`config.mk`:
```
export PLATFORM = sky130hd
export DESIGN_NAME = regfile_wb_arbiter
export DESIGN_NICKNAME = d
export VERILOG_FILES = /design/src/rtl/regfile_wb_pkg.sv /design/src/rtl/wb_fifo.sv /design/src/rtl/regfile_wb_arbiter.sv
export SDC_FILE = /design/constraint.sdc
export NUM_CORES = 1
export LEC_CHECK = 0
export CORE_ASPECT_RATIO = 1.25
export CORE_MARGIN = 2
export CORE_UTILIZATION = 50
export DETAILED_ROUTE_END_ITERATION = 10
export HOLD_SLACK_MARGIN = 0.08
export PLACE_DENSITY_LB_ADDON = 0.15
export SLEW_MARGIN = 10
export SYNTH_ARGS = -nofsm -noshare
export SYNTH_HDL_FRONTEND = slang
export SYNTH_SLANG_ARGS = --single-unit
```
`constraint.sdc`:
```
create_clock -name clk -period 3.2 [get_ports clk]
set_input_delay 0.8 -clock clk [delete_from_list [all_inputs] [get_ports clk]]
set_output_delay 0.8 -clock clk [all_outputs]
set_load 0.005 [all_outputs]
```
`src/rtl/regfile_wb_pkg.sv`:
```
// Shared types for the register-file writeback arbiter: data width, register address and write request.
package regfile_wb_pkg;

    localparam int XLEN = 32;

    typedef logic [4:0] reg_adr_t;

    typedef struct packed {
        reg_adr_t          rd;
        logic [XLEN-1:0]   data;
    } wb_req_t;

endpackage

```
`src/rtl/wb_fifo.sv`:
```
// Synchronous FIFO of writeback requests holding late results until the rf write port is free.
module wb_fifo
    import regfile_wb_pkg::*;
#(
    parameter int DEPTH = 4
) (
    input  logic    clk,
    input  logic    Rst,
    input  logic    push,
    input  wb_req_t din,
    input  logic    pop,
    output wb_req_t head,
    output logic    full,
    output logic    empty
);

    localparam int AW = $clog2(DEPTH);
    localparam logic [AW:0] FULL_CNT = (AW+1)'(DEPTH);

    wb_req_t        mem [DEPTH];
    logic [AW-1:0]  wptr;
    logic [AW-1:0]  rptr;
    logic [AW:0]    count;
    logic           do_push;
    logic           do_pop;

    assign full    = (count == FULL_CNT);
    assign empty   = (count == '0);
    assign do_push = push && !full;
    assign do_pop  = pop && !empty;
    assign head    = mem[rptr];

    always_ff @(posedge clk) begin
        if (do_push) begin
            mem[wptr] <= din;
        end
    end

    // DEPTH is a power of two, so the pointers wrap naturally.
    always_ff @(posedge clk) begin
        if (Rst) begin
            wptr  <= '0;
            rptr  <= '0;
            count <= '0;
        end else begin
            if (do_push) begin
                wptr <= wptr + 1'b1;
            end
            if (do_pop) begin
                rptr <= rptr + 1'b1;
            end
            case ({do_push, do_pop})
                2'b10:   count <= count + 1'b1;
                2'b01:   count <= count - 1'b1;
                default: count <= count;
            endcase
        end
    end

endmodule

```
`src/rtl/regfile_wb_arbiter.sv`:
```
// Merges pipeline writeback and buffered late results onto the single rf write port, with busy scoreboard.
// Define REGFILE_WB_BYPASS_EN to let a late result skip the empty FIFO when the pipe slot is idle.
module regfile_wb_arbiter #(
    parameter int XLEN       = 32,
    parameter int FIFO_DEPTH = 4
) (
    input  logic            clk,
    input  logic            Rst,
    input  logic            pipe_regwrite,
    input  logic [4:0]      pipe_rd,
    input  logic [XLEN-1:0] pipe_data,
    input  logic            issue_valid,
    input  logic [4:0]      issue_rd,
    input  logic            lat_valid,
    output logic            lat_ready,
    input  logic [4:0]      lat_rd,
    input  logic [XLEN-1:0] lat_data,
    output logic            rf_regwrite,
    output logic [4:0]      rf_rd,
    output logic [XLEN-1:0] rf_data,
    output logic [31:0]     busy_vec,
    output logic            fifo_full
);
    import regfile_wb_pkg::*;

    wb_req_t     lat_req;
    wb_req_t     fifo_head;
    wb_req_t     sel_req;
    logic        fifo_empty;
    logic        pipe_take;
    logic        lat_fire;
    logic        bypass;
    logic        push;
    logic        pop;
    logic        sel_valid;
    logic        sel_late;
    logic [31:0] busy_q;
    logic [31:0] busy_nxt;

    assign lat_ready = !fifo_full;
    assign pipe_take = pipe_regwrite && (pipe_rd != '0);
    // rd 0 late results are handshaken but never stored.
    assign lat_fire  = lat_valid && lat_ready && (lat_rd != '0);
    assign lat_req   = '{rd: lat_rd, data: lat_data};

`ifdef REGFILE_WB_BYPASS_EN
    assign bypass = lat_fire && fifo_empty && !pipe_take;
`else
    assign bypass = 1'b0;
`endif

    assign push = lat_fire && !bypass;
    assign pop  = !pipe_take && !fifo_empty;

    wb_fifo #(.DEPTH(FIFO_DEPTH)) u_fifo (
        .clk   (clk),
        .Rst   (Rst),
        .push  (push),
        .din   (lat_req),
        .pop   (pop),
        .head  (fifo_head),
        .full  (fifo_full),
        .empty (fifo_empty)
    );

    always_comb begin
        sel_valid = 1'b0;
        sel_late  = 1'b0;
        sel_req   = '0;
        if (pipe_take) begin
            sel_valid = 1'b1;
            sel_req   = '{rd: pipe_rd, data: pipe_data};
        end else if (pop) begin
            sel_valid = 1'b1;
            sel_late  = 1'b1;
            sel_req   = fifo_head;
        end else if (bypass) begin
            sel_valid = 1'b1;
            sel_late  = 1'b1;
            sel_req   = lat_req;
        end
    end

    // Clear before set so a same-cycle issue to the completing rd keeps it busy.
    always_comb begin
        busy_nxt = busy_q;
        if (sel_late) begin
            busy_nxt[sel_req.rd] = 1'b0;
        end
        if (issue_valid && (issue_rd != '0)) begin
            busy_nxt[issue_rd] = 1'b1;
        end
        busy_nxt[0] = 1'b0;
    end

    always_ff @(posedge clk) begin
        if (Rst) begin
            rf_regwrite <= 1'b0;
            rf_rd       <= '0;
            rf_data     <= '0;
            busy_q      <= '0;
        end else begin
            rf_regwrite <= sel_valid;
            if (sel_valid) begin
                rf_rd   <= sel_req.rd;
                rf_data <= sel_req.data;
            end
            busy_q <= busy_nxt;
        end
    end

    assign busy_vec = busy_q;

    a_no_pipe_write_to_busy: assert property (
        @(posedge clk) disable iff (Rst) !(pipe_take && busy_q[pipe_rd])
    );

endmodule

```
After elaboration in Yosys (flattened, before gate mapping)
Memory sizes are Yosys's and may differ from the RTL's. A register that Yosys moved wholly into a read port is not among the register bits.
Cells that the tools add are included.
{ "classes": {"addsub": 4, "mul": 0, "div_mod_pow": 0, "n_lt_le_gt_ge": 4, "n_eq_ne": 3, "n_shift": 0, "mux": 16, "n_bitwise": 3, "reduce_logical": 17} }
{ "op_table": {"columns": ["op", "n"], "rows": [
  ["$mux 37", 2],
  ["$mux 32", 2],
  ["$and 32x32->32", 1],
  ["$not 32->32", 1],
  ["$or 32x32->32", 1],
  ["$reduce_bool 5->1", 3],
  ["$lt 5x6->1 const B", 2],
  ["$demux 1 s5", 2],
  ["$ge 5x1->1 const B", 2],
  ["$logic_and 1x1->1", 9],
  ["$mux 1", 7],
  ["$pmux 3 s2", 1],
  ["$add 2x1->2 const B", 2],
  ["$mux 2", 2],
  ["$add 3x1->3 const B", 1],
  ["$eq 3x3->1 const B", 1],
  ["$logic_not 1->1", 3],
  ["$logic_not 3->1", 1],
  ["$sub 3x1->3 const B", 1],
  ["$eq 2x1->1 const B", 1],
  ["$eq 2x2->1 const B", 1],
  ["$reduce_bool 2->1", 1]
]} }
{ "totals": {"register_bits": 77, "latchBits": 0, "ram_bits": 148, "mem_bits_ro": 0, "input_bits": 84, "out_inout_bits": 72, "wordCells": 56, "memories": 1} }
{ "mem_list": {"columns": ["memory", "depth", "width", "rd", "rd_ports_with_merged_regs", "write_ports", "line_no", "rtl"], "rows": [
  ["u_fifo.mem", 4, 37, 1, 1, 1, "wb_fifo.sv:20", "wb_req_t mem [DEPTH];"]
]} }

Depth between registers and ports, before layout
{ "depth": {"ltp_word": 15, "ltp_mapped": 10} }

Modules after synthesis
Synthesis repeated with hierarchy kept, for this count alone.
{ "hier_totals": {"cells_unflattened": 623, "area_unflattened_um2": 9168.8} }
{ "by_module_without_submodules": {"columns": ["mod", "n_inst", "cells_each", "area_each_um2", "seq_area_each_um2"], "rows": [
  ["wb_fifo", 1, 247, 5866.9, 4624.4],
  ["regfile_wb_arbiter", 1, 376, 3301.9, 1381.3]
]} }

Worst setup path before layout
Ideal clock, no wire load.
{ "synth_path": {"path_type": "in2reg", "start": "input port pipe_rd[0]", "end": "register u_fifo.count[2]", "setup_ps": 70, "arrival_ps": 2836, "required_ps": 3130, "setup_slack_ps": 294, "path_stages": 9, "n_path_buf": 0, "cell_sequence": "or3_1 -> o31a_1 -> nor2_1 -> ha_1 -> inv_1 -> fa_1 -> xor2_1 -> or3_1 -> a21oi_1"} }
{ "synth_via": {"elab_chain_cells": 7} }
{ "synth_lines": {"columns": ["item", "line_no", "rtl"], "rows": [
  ["from (decl)", "regfile_wb_arbiter.sv:10", "input logic [4:0] pipe_rd,"],
  ["$reduce_bool 5->1 *", "regfile_wb_arbiter.sv:41", "assign pipe_take = pipe_regwrite && (pipe_rd != '0);"],
  ["$logic_and 1x1->1 *", "regfile_wb_arbiter.sv:41", null],
  ["$logic_not 1->1 *", "regfile_wb_arbiter.sv:53", "assign pop = !pipe_take && !fifo_empty;"],
  ["$logic_and 1x1->1 *", "regfile_wb_arbiter.sv:53", null],
  ["$logic_and 1x1->1 *", "wb_fifo.sv:30", "assign do_pop = pop && !empty;"],
  ["named net u_fifo.do_pop", "wb_fifo.sv:25", "logic do_pop;"],
  ["$eq 2x1->1 or $eq 2x2->1 (tied branches)", "wb_fifo.sv:52", "case ({do_push, do_pop})"],
  ["$pmux 3 s2 or $reduce_bool 2->1 (tied branches)", null, null],
  ["to (signal assigned)", "wb_fifo.sv:53", "2'b10: count <= count + 1'b1;"],
  ["to (signal assigned)", "wb_fifo.sv:54", "2'b01: count <= count - 1'b1;"],
  ["to (signal assigned)", "wb_fifo.sv:55", "default: count <= count;"],
  ["to (decl)", "wb_fifo.sv:23", "logic [AW:0] count;"]
]} }
The timed path passes the listed nets; every way through them passes the cells marked *.
A chain may end at the register's enable or synchronous reset.

Final worst setup path
Same ends and word-level chain as after synthesis.

==> results.json <==
{
  "cts_hold_buf": 0,
  "seq_area_frac_synth": 0.680,
  "yosysMostFrequentCell": "edfxtp_1",
  "layout_min_cycle_time_ns": 2.96,
  "reg2reg_depth": 5,
  "cellPowerDensity_nw_per_um2": 708,
  "p_total_mw": 8.08,
  "synth_edf_count": 148,
  "area_delta_synth_final_pct": 29.2,
  "fin_nets": 887,
  "ir_drop_mv": 0.520,
  "grt_usage": 0.218,
  "port_buffers": 154,
  "fp.dieArea_um2": 18700,
  "crit_path_max_incr_delay_ns": 0.42,
  "grt_antenna_before_repair": 0,
  "outcome": "finished clean",
  "h-tree-depth": 1,
  "first_global_vias": 6040,
  "multi_input_area_um2": 2630,
  "hold_depth": 2,
  "cts_setup_buffers": 0,
  "critical_path_class": "in -> reg",
  "dp.cells": 998,
  "cts_buffers": 21,
  "synth_nets": 721,
  "crit_fanout": 3,
  "pre_cts_ws_ns": -0.259,
  "critPathLaunchType": "input port",
  "fin_crit_sh": 0.924,
  "max_freq_mhz": 338,
  "ant_nets": 0,
  "post_cts_resized": 0,
  "cts-root-buf": "clkbuf_16",
  "skew_ns": 0.0210,
  "clockBufferDepth": 3,
  "register_area_um2": 6010,
  "synth_area_per_cell_um2": 14.0,
  "num_vias": 5940,
  "final_core_util": 0.657,
  "drv_slew": 0,
  "drive_above_1_share": 0.136,
  "finalWirelength_um": 20400,
  "die_width_um": 123,
  "instances_no_fill": 1035,
  "io_pins": 156,
  "rsz0062_at_grt": "no",
  "ys_types": 46,
  "holdWs_ns": 0.478,
  "drc": 0,
  "dr.pass1.iters": 5,
  "clkTransAtPathRegs_ns": 0.06,
  "ys_ff_latch": 226,
  "worstPathRequired_ns": 3.62,
  "fp.coreArea_um2": 17400,
  "num_rows": 54,
  "routedWlPerCell_um": 19.7,
  "insertion_delay_ns": 0.50,
  "synth_top_area_share": 0.503,
  "async_reset_ff_frac": 0,
  "critPathArrivalTime_ns": 3.38,
  "setup_violations": 0,
  "fp.dieH_um": 153,
  "leakagePower_nw": 3.79,
  "dp_hpwl_um": 13800,
  "clock-sinks": 226,
  "cts_tree": "done",
  "cp_num_buf_inv": 2,
  "initial_utilization": 0.509,
  "gp_congestion": 0.926,
  "syn_area_um2": 8830,
  "setup_slack_ns": 0.243,
  "crit_slowest_cell": "clkdlybuf4s50_1",
  "worstMarginPinSlew_ns": 0.812,
  "crit_top_cell": "or3_1",
  "vias_per_cell": 5.74,
  "drt_iter0_drc": 453,
  "synth_commonest_cells": "edfxtp_1, nand2_1, dfxtp_1, nor2_1, mux4_2",
  "cp_num_cells": 10,
  "yosys-top-cells-area": "edfxtp_1, dfxtp_1, mux4_2, nand2_1, a311oi_1",
  "drv_cap": 0,
  "path_cells": "clkdlybuf4s50_1, or3_1, o31a_1, nor2_1, ha_1, inv_1, fa_1, xor2_1, or3_1, a21oi_1",
  "nFillCells": 1270,
  "hp-class": "reg -> reg",
  "ys_warn_count": 0,
  "synth_top_area_cell": "edfxtp_1",
  "grt_max_degree": 50,
  "maxSlewHeadroom": 0.452,
  "synth_ff_type": "edfxtp_1",
  "gr-total-overflow": 0,
  "syn_inst": 631,
  "antennaDiodeCount": 0,
  "hold_violations": 0,
  "critPathTopFamily": "simple AND/OR/NAND/NOR gates",
  "cp-end-kind": "register",
  "grt_pass1_wl_um": 31800
}
==> kinds of logic after synthesis <==
logic type,after synthesis,share of synthesized area
XOR/XNOR,5,0.00496
multiplexers,38,0.0955
other,1,0.000425
buffers and inverters,51,0.0248
adder cells (fa/ha/maj),6,0.00935
AO/OA/AOI/OAI,119,0.0958
AND/OR/NAND/NOR,185,0.0891
flip-flops,226,0.680
==> metrics by stage <==
step	cell area, µm²	setup TNS (ns)
6_report	11400	0
5_1_grt	11400	0
3_5_place_dp	10800	-0.281
4_1_cts	11400	0
2_1_floorplan	8830	0
3_3_place_gp	10800	-0.196
==> registers in the layout (all words and copies together), names as in the netlist, named ones only <==
| register | flops |
|---|---|
| u_fifo.mem | 148 |
| rf_data | 32 |
| busy_vec | 31 |
| rf_rd | 5 |
| u_fifo.count | 3 |
| u_fifo.rptr | 2 |
| u_fifo.wptr | 2 |
| rf_regwrite | 1 |
==> layout make-up <==
class                           instances  share of cell area
Clock buffer                           30              0.0538
Clock inverter                          7             0.00296
Multi-Input combinational cell        354               0.231
Tap cell                              224              0.0246
Inverter                               11             0.00362
Timing Repair Buffer                  183               0.158
Sequential cell                       226               0.526
==> layout by cell type (no fill, tap or decap), types with 7 or more instances in the layout <==
| cell | synthesis | routed |
|---|---|---|
| mux4_2 | 37 | 37 |
| a311oi_1 | 34 | 34 |
| clkbuf_16 | 0 | 22 |
| inv_1 | 11 | 11 |
| clkdlybuf4s50_1 | 0 | 153 |
| o21ai_0 | 17 | 17 |
| a21oi_1 | 27 | 27 |
| dfxtp_1 | 78 | 76 |
| edfxtp_1 | 148 | 148 |
| nand2_1 | 98 | 98 |
| or3_1 | 8 | 7 |
| buf_4 | 1 | 25 |
| nor2_1 | 50 | 50 |
| o31ai_1 | 14 | 13 |
==> routing by layer <==
layer  vias up  GRT usage  part of all wire
li1       2739          -                 -
met5         -          0                 0
met4         0     0.0608             0.019
met1      2944      0.278              0.40
met3        32     0.0333             0.063
met2       225      0.382              0.52
==> final timing paths <==
| check | from | endpoint | slack (ns) |
|---|---|---|---|
| worst max-delay path | pipe_rd[0] | u_fifo.count[2] | 0.24 |
| worst min-delay path | busy_vec[21] | busy_vec[21] | 0.48 |
| worst max register to register | register | busy_vec[18] | 0.74 |
| worst min register to register | busy_vec[21] | busy_vec[21] | 0.48 |
==> power by group <==
group | internal, mW | total (mW) | switching [mW]
sequential | 3.47 | 3.63 | 0.165
clock | 1.34 | 2.35 | 1.02
combinational | 0.967 | 2.10 | 1.13
==> worst register-to-register path, cell delays in order (launching register included) <==
cell and delay, ns:
dfxtp_2 0.68, mux4_2 0.45, nand2b_1 0.18, or3_1 0.47, o31ai_1 0.41, a21oi_1 0.14
(Power assumes the default switching activity.)
